==> src/rtl/spi_flash_pkg.sv <==
// Shared definitions for the W25Q64 flash front-end: state encoding, opcodes,
// pad defaults and the quad-read latency helper.
package spi_flash_pkg;

    // State set is shared with the init stage; the read engine only uses a subset.
    typedef enum logic [3:0] {
        StIdle,
        StWren,
        StWrsr,
        StRdsr,
        StLatch,
        StCmd,
        StAddr,
        StDummy,
        StData,
        StResp
    } spi_state_e;

    localparam logic [7:0] OP_WREN  = 8'h06;
    localparam logic [7:0] OP_WRSR  = 8'h01;
    localparam logic [7:0] OP_RDSR  = 8'h05;
    localparam logic [7:0] OP_QREAD = 8'h6B;

    // Pad patterns, bit order IO3..IO0. IO2/IO3 double as WP#/HOLD# and idle high.
    localparam logic [3:0] IO_IDLE = 4'b1100;
    localparam logic [3:0] OE_IDLE = 4'b1100;
    localparam logic [3:0] OE_CMD  = 4'b1101;
    localparam logic [3:0] OE_DATA = 4'b0000;

    // ACLK edges from the accepting edge until rsp_valid is seen high.
    function automatic int unsigned qread_latency(input int unsigned addr_w,
                                                  input int unsigned dummy);
        return 2 * (8 + addr_w + dummy + 8) + 1;
    endfunction

endpackage

==> src/rtl/spi_sclk_gen.sv <==
// SCLK generator: one SPI bit spans two ACLK cycles (phase L then phase H).
// Runs only while chip select is asserted and parks low otherwise.
module spi_sclk_gen (
    input  logic clk_i,
    input  logic rst_i,
    input  logic cs_n_i,
    output logic sclk_o,
    output logic bit_end_o
);

    logic ph_q;

    // Toggle phase every cycle while selected; restart in phase L when deselected.
    always_ff @(posedge clk_i or posedge rst_i) begin
        if (rst_i) begin
            ph_q <= 1'b0;
        end else if (!cs_n_i) begin
            ph_q <= ~ph_q;
        end else begin
            ph_q <= 1'b0;
        end
    end

    assign sclk_o = ph_q;
    // High during phase H: the coming edge ends the bit.
    assign bit_end_o = !cs_n_i && ph_q;

endmodule

==> src/rtl/spi_quad_read.sv <==
// Fast Read Quad Output (0x6B) engine: one little-endian 32-bit word per request.
// DUMMY_CYCLES and CS_HIGH_MIN must be at least 1.
module spi_quad_read
    import spi_flash_pkg::*;
#(
    parameter int unsigned ADDR_W       = 24,
    parameter int unsigned DUMMY_CYCLES = 8,
    parameter int unsigned CS_HIGH_MIN  = 2
) (
    input  logic              ACLK,
    input  logic              ARESET,
    input  logic              init_done,
    input  logic              req_valid,
    output logic              req_ready,
    input  logic [ADDR_W-1:0] req_addr,
    output logic              rsp_valid,
    input  logic              rsp_ready,
    output logic [31:0]       rsp_data,
    output logic              CS,
    output logic              CLOCK,
    output logic [3:0]        io_out,
    output logic [3:0]        io_oe,
    input  logic [3:0]        io_in
);

    localparam int unsigned SH_W  = 8 + ADDR_W;
    localparam int unsigned GAP_W = $clog2(CS_HIGH_MIN + 1);

    spi_state_e        state_q;
    logic [SH_W-1:0]   sh_q;
    logic [7:0]        cnt_q;
    logic [GAP_W-1:0]  gap_q;
    logic [31:0]       asm_q;
    logic [31:0]       asm_next;
    logic [4:0]        nib_pos;
    logic              bit_end;

    spi_sclk_gen u_sclk (
        .clk_i    (ACLK),
        .rst_i    (ARESET),
        .cs_n_i   (CS),
        .sclk_o   (CLOCK),
        .bit_end_o(bit_end)
    );

    assign req_ready = (state_q == StIdle) && init_done && (gap_q == '0);

    // Merge the incoming nibble: high nibble of byte k first, byte k at [8k+7:8k].
    always_comb begin
        nib_pos = {cnt_q[2:1], ~cnt_q[0], 2'b00};
        asm_next = asm_q;
        asm_next[nib_pos +: 4] = io_in;
    end

    // Transaction FSM with registered pad, handshake and data outputs.
    always_ff @(posedge ACLK or posedge ARESET) begin
        if (ARESET) begin
            state_q   <= StIdle;
            CS        <= 1'b1;
            io_out    <= IO_IDLE;
            io_oe     <= OE_IDLE;
            rsp_valid <= 1'b0;
            rsp_data  <= '0;
            sh_q      <= '0;
            cnt_q     <= '0;
            gap_q     <= GAP_W'(CS_HIGH_MIN);
            asm_q     <= '0;
        end else begin
            case (state_q)
                StIdle: begin
                    if (gap_q != '0) begin
                        gap_q <= gap_q - 1'b1;
                    end
                    if (req_valid && req_ready) begin
                        sh_q    <= {OP_QREAD, req_addr};
                        state_q <= StLatch;
                    end
                end
                StLatch: begin
                    CS      <= 1'b0;
                    io_oe   <= OE_CMD;
                    io_out  <= {IO_IDLE[3:1], sh_q[SH_W-1]};
                    cnt_q   <= '0;
                    asm_q   <= '0;
                    state_q <= StCmd;
                end
                StCmd: begin
                    if (bit_end) begin
                        sh_q      <= sh_q << 1;
                        io_out[0] <= sh_q[SH_W-2];
                        if (cnt_q == 8'd7) begin
                            cnt_q   <= '0;
                            state_q <= StAddr;
                        end else begin
                            cnt_q <= cnt_q + 1'b1;
                        end
                    end
                end
                StAddr: begin
                    if (bit_end) begin
                        if (cnt_q == 8'(ADDR_W - 1)) begin
                            // Release IO0 as the first dummy phase L begins.
                            cnt_q   <= '0;
                            io_oe   <= OE_IDLE;
                            io_out  <= IO_IDLE;
                            state_q <= StDummy;
                        end else begin
                            sh_q      <= sh_q << 1;
                            io_out[0] <= sh_q[SH_W-2];
                            cnt_q     <= cnt_q + 1'b1;
                        end
                    end
                end
                StDummy: begin
                    if (bit_end) begin
                        if (cnt_q == 8'(DUMMY_CYCLES - 1)) begin
                            cnt_q   <= '0;
                            io_oe   <= OE_DATA;
                            state_q <= StData;
                        end else begin
                            cnt_q <= cnt_q + 1'b1;
                        end
                    end
                end
                StData: begin
                    if (bit_end) begin
                        asm_q <= asm_next;
                        if (cnt_q == 8'd7) begin
                            CS        <= 1'b1;
                            io_oe     <= OE_IDLE;
                            rsp_valid <= 1'b1;
                            rsp_data  <= asm_next;
                            cnt_q     <= '0;
                            state_q   <= StResp;
                        end else begin
                            cnt_q <= cnt_q + 1'b1;
                        end
                    end
                end
                StResp: begin
                    if (rsp_ready) begin
                        rsp_valid <= 1'b0;
                        gap_q     <= GAP_W'(CS_HIGH_MIN);
                        state_q   <= StIdle;
                    end
                end
                default: state_q <= StIdle;
            endcase
        end
    end

endmodule

==> config.mk <==
export PLATFORM = sky130hd
export DESIGN_NAME = spi_quad_read
export DESIGN_NICKNAME = d
export VERILOG_FILES = /design/src/rtl/spi_flash_pkg.sv /design/src/rtl/spi_sclk_gen.sv /design/src/rtl/spi_quad_read.sv
export SDC_FILE = /design/constraint.sdc
export NUM_CORES = 1
export LEC_CHECK = 0
export ABC_AREA = 1
export ABC_CLOCK_PERIOD_IN_PS = 4100
export CORE_ASPECT_RATIO = 0.75
export CORE_MARGIN = 1
export CORE_UTILIZATION = 50
export DETAILED_ROUTE_END_ITERATION = 6
export PLACE_DENSITY = 0.86
export SLEW_MARGIN = 5
export SYNTH_ARGS = -nofsm -noshare
export SYNTH_HDL_FRONTEND = slang
export SYNTH_HIERARCHICAL = 1
export SYNTH_SLANG_ARGS = --single-unit
==> constraint.sdc <==
create_clock -name ACLK -period 4.1 [get_ports ACLK]
set_input_delay 0.82 -clock ACLK [delete_from_list [all_inputs] [get_ports ACLK]]
set_output_delay 0.82 -clock ACLK [all_outputs]
set_load 0.01 [all_outputs]
==> metrics.yaml <==
seqPwrFrac_pct: 32.1
fin_crit_sh_pct: 68.3
postCtsSetupRepairBufs: 0
netlist_area_sq_um: 5960
worstPathArrival_ns: 1.98
synth_cell_types: 37
cts_hold_buffers: 0
hold_path.class: "reg2reg"
slew_violations: 0
slowest_stage: "clkdlybuf4s50_1"
rsz0062_at_grt: "false"
drtPass1Iterations: 5
antenna_found_initial: 0
max_slew_margin_pct: 30.1
crit_type: "in2out"
route.vias.total: 5116
grt_overflow: 0
cts_resized: 0
drt_iter0_drc: 370
insertedDiodeCount: 0
power_mw: 4.65
yosysSeqAreaShare_pct: 48.8
synthToLayoutAreaGrowth_pct: 21.7
dieArea_sq_um: 12400
slowest_delay_ns: 0.54
cts-root-to-sink-buffers: 2
cts_root_buf: "clkbuf_16"
p_int_mw: 2.78
grt_pass1_wl_mm: 21.4
cp-end-kind: "output port"
cts_max_level: 4
layout_commonest_cell: "nand2_1"
pwr-share-clk_pct: 30.0
cpMostUsedCell: "clkdlybuf4s50_1"
gp_congestion: 0.925
clkLatencyLatePin_ns: 0.41
p_sw_share_pct: 40.1
routed_wl_mm: 13.0
drc: 0
nets: 873
num_rows: 34
avgSynthCellArea_sq_um: 7.80
power.density_nw_per_um2: 640
fin_worst_skew_ns: 0.00938
io_pins: 77
synthCells: 764
status: "complete, no violations"
num-fill-cells: 997
combPwrFrac_pct: 38.0
fmaxAchievable_mhz: 357
fin_setup_tns_ns: 0
grt_pass1_vias: 4454
grt_use_total_pct: 22.3
fin_ws_ns: 1.30
clkSinkCount: 116
tritoncts: "done"
crit_fanout: 2
yosys_register_bits: 116
leakage_nw: 3.59
yosysWarnings: 6
crit_required_ns: 3.28
setup-violations-final: 0
start_util_pct: 51.3
io_buffers: 72
cap_violations: 0
vdd_drop_max_v: 0.000459
die_w_um: 128
dp.final_hpwl_mm: 8.86
core_sq_um: 11600
clkTransAtPathRegs_ns: 0.06
final_cell_mix: "252 x nand2_1, 113 x dfrtp_1, 77 x inv_1"
grt_max_degree: 63
drive_gt1_share_pct: 8.76
die_h_um: 96.6
crit_chain: "clkdlybuf4s50_1 -> nand2_1 -> nor2_1 -> clkdlybuf4s50_1"
layout_min_cycle_time_ns: 2.80
tightest_slew_ns: 1.05
hold_viol_final: 0
viasPerCell: 5.08
post_drt_wl_per_cell_um: 12.9
critical_path.startpoint_type: "input pin"
cts_buffers: 17
place_ws_ns: 1.31
ant_nets: 0
power_switching_mw: 1.86
-- registers in the layout, summed over array words and instances, names as in the netlist --
name,cells
cnt_q,8
gap_q,2
rsp_valid,1
state_q,4
io_out,1
CS,1
sh_q,32
io_oe,2
u_sclk/sclk_o,1
asm_q,32
rsp_data,32
-- layout make-up --
class	instances	area (sq um)	share of cell area (%)
clock inverters	10	80.1	1.10
flip-flops and latches	116	2910	40.1
well taps	162	203	2.79
repair buffers	77	758	10.5
inverters	86	328	4.52
multi-input cells	534	2490	34.4
clock buffers	22	484	6.67
-- routing by layer --
layer  part of all wire, %  GRT usage [%]  wire, um  vias up
li1                      -              -         -     2562
met3                   5.5           5.29       721       22
met4                   1.3           8.53       172        0
met1                    51           32.4      6580     2384
met5                     0              0         0        -
met2                    43           32.2      5540      148
-- through the flow --
| step | cells | util, % | hold slack, ns | area (sq um) |
|---|---|---|---|---|
| finish | 1007 | 62.5 | 0.470 | 7250 |
| floorplan | 766 | - | 0.442 | 5970 |
| detailed placement | 975 | 57.6 | 0.456 | 6690 |
| CTS | 1007 | 62.5 | 0.463 | 7250 |
| global placement | 975 | 57.6 | 0.442 | 6690 |
| global route | 1007 | 62.5 | 0.474 | 7250 |
-- final timing paths --
check | slack (ns) | startpoint | cells after the start | end
hold / removal | 0.47 | u_sclk/sclk_o$_DFF_PP0_ | 1 | u_sclk/sclk_o$_DFF_PP0_
max in group asynchronous | 2.46 | ARESET | 3 | rsp_data[25]$_DFFE_PP0P_
hold reg to reg | 0.47 | u_sclk/sclk_o$_DFF_PP0_ | 1 | u_sclk/sclk_o$_DFF_PP0_
setup / recovery | 1.30 | init_done | 4 | req_ready
setup reg to reg | 1.37 | cnt_q[0]$_DFFE_PP0P_ | 10 | rsp_data[1]$_DFFE_PP0P_
min in group asynchronous | 0.62 | ARESET | 2 | u_sclk/sclk_o$_DFF_PP0_
-- power groups by stage --
| stage | logic, mW | clock network, mW | registers, mW |
|---|---|---|---|
| final | 1.76 | 1.39 | 1.49 |
| after global placement | 1.71 | 0 | 1.49 |
| after global routing | 1.98 | 1.47 | 1.51 |
| after CTS | 1.75 | 1.41 | 1.49 |
| after detailed placement | 1.73 | 0 | 1.50 |
| after floorplan | 1.50 | 0 | 1.48 |
-- critical path: cells and delay by family --
family        cells  cell delay [ns]
simple gates      2             0.15
buf+inv           2             1.01
-- cells in the mapped netlist --
| cell type | count | area share (%) |
|---|---|---|
| nand2_1 | 252 | 16 |
| dfrtp_1 | 113 | 47 |
| inv_1 | 78 | 4.9 |
| o21ai_0 | 70 | 5.9 |
| nor2_1 | 52 | 3.3 |
| nand3_1 | 46 | 3.9 |
| o21ai_1 | 33 | 2.8 |
| a21oi_1 | 14 | 1.2 |
| buf_4 | 11 | 1.4 |
| buf_6 | 9 | 1.7 |
| o22ai_1 | 9 | 0.94 |
| ha_1 | 8 | 1.7 |
| a21oi_2 | 7 | 1.0 |
| buf_2 | 7 | 0.59 |
| nor2_2 | 7 | 0.73 |
| nor3_1 | 6 | 0.50 |
| inv_2 | 5 | 0.31 |
| nand2_2 | 5 | 0.52 |
| nand4_1 | 5 | 0.52 |
| nand2_4 | 4 | 0.76 |
| dfstp_2 | 3 | 1.3 |
| clkbuf_1 | 2 | 0.13 |
| clkinv_1 | 2 | 0.13 |
| conb_1 | 2 | 0.13 |
| nor2_4 | 2 | 0.38 |
| a21boi_0 | 1 | 0.13 |
| a22oi_1 | 1 | 0.13 |
| and3_1 | 1 | 0.11 |
| buf_8 | 1 | 0.25 |
| inv_4 | 1 | 0.11 |
| nand3_2 | 1 | 0.17 |
| nand3_4 | 1 | 0.29 |
| nor2_8 | 1 | 0.34 |
| o21a_1 | 1 | 0.13 |
| o21bai_1 | 1 | 0.13 |
| o221ai_1 | 1 | 0.15 |
| xor2_1 | 1 | 0.15 |
-- logic make-up (layout without fill, tap and decap cells) --
group                      count (synthesis)  count (layout)  synth area share (%)
and+or+nand+nor                          383             383                  27.3
other                                      2               4                 0.126
adders and majority gates                  8               8                  1.68
DFF                                      116             116                  48.8
buffers and inverters                    116             195                  9.51
xor gates and xnor gates                   1               1                 0.147
AOI/OAI and AO/OA                        138             138                  12.4
(Power assumes the default switching activity.)
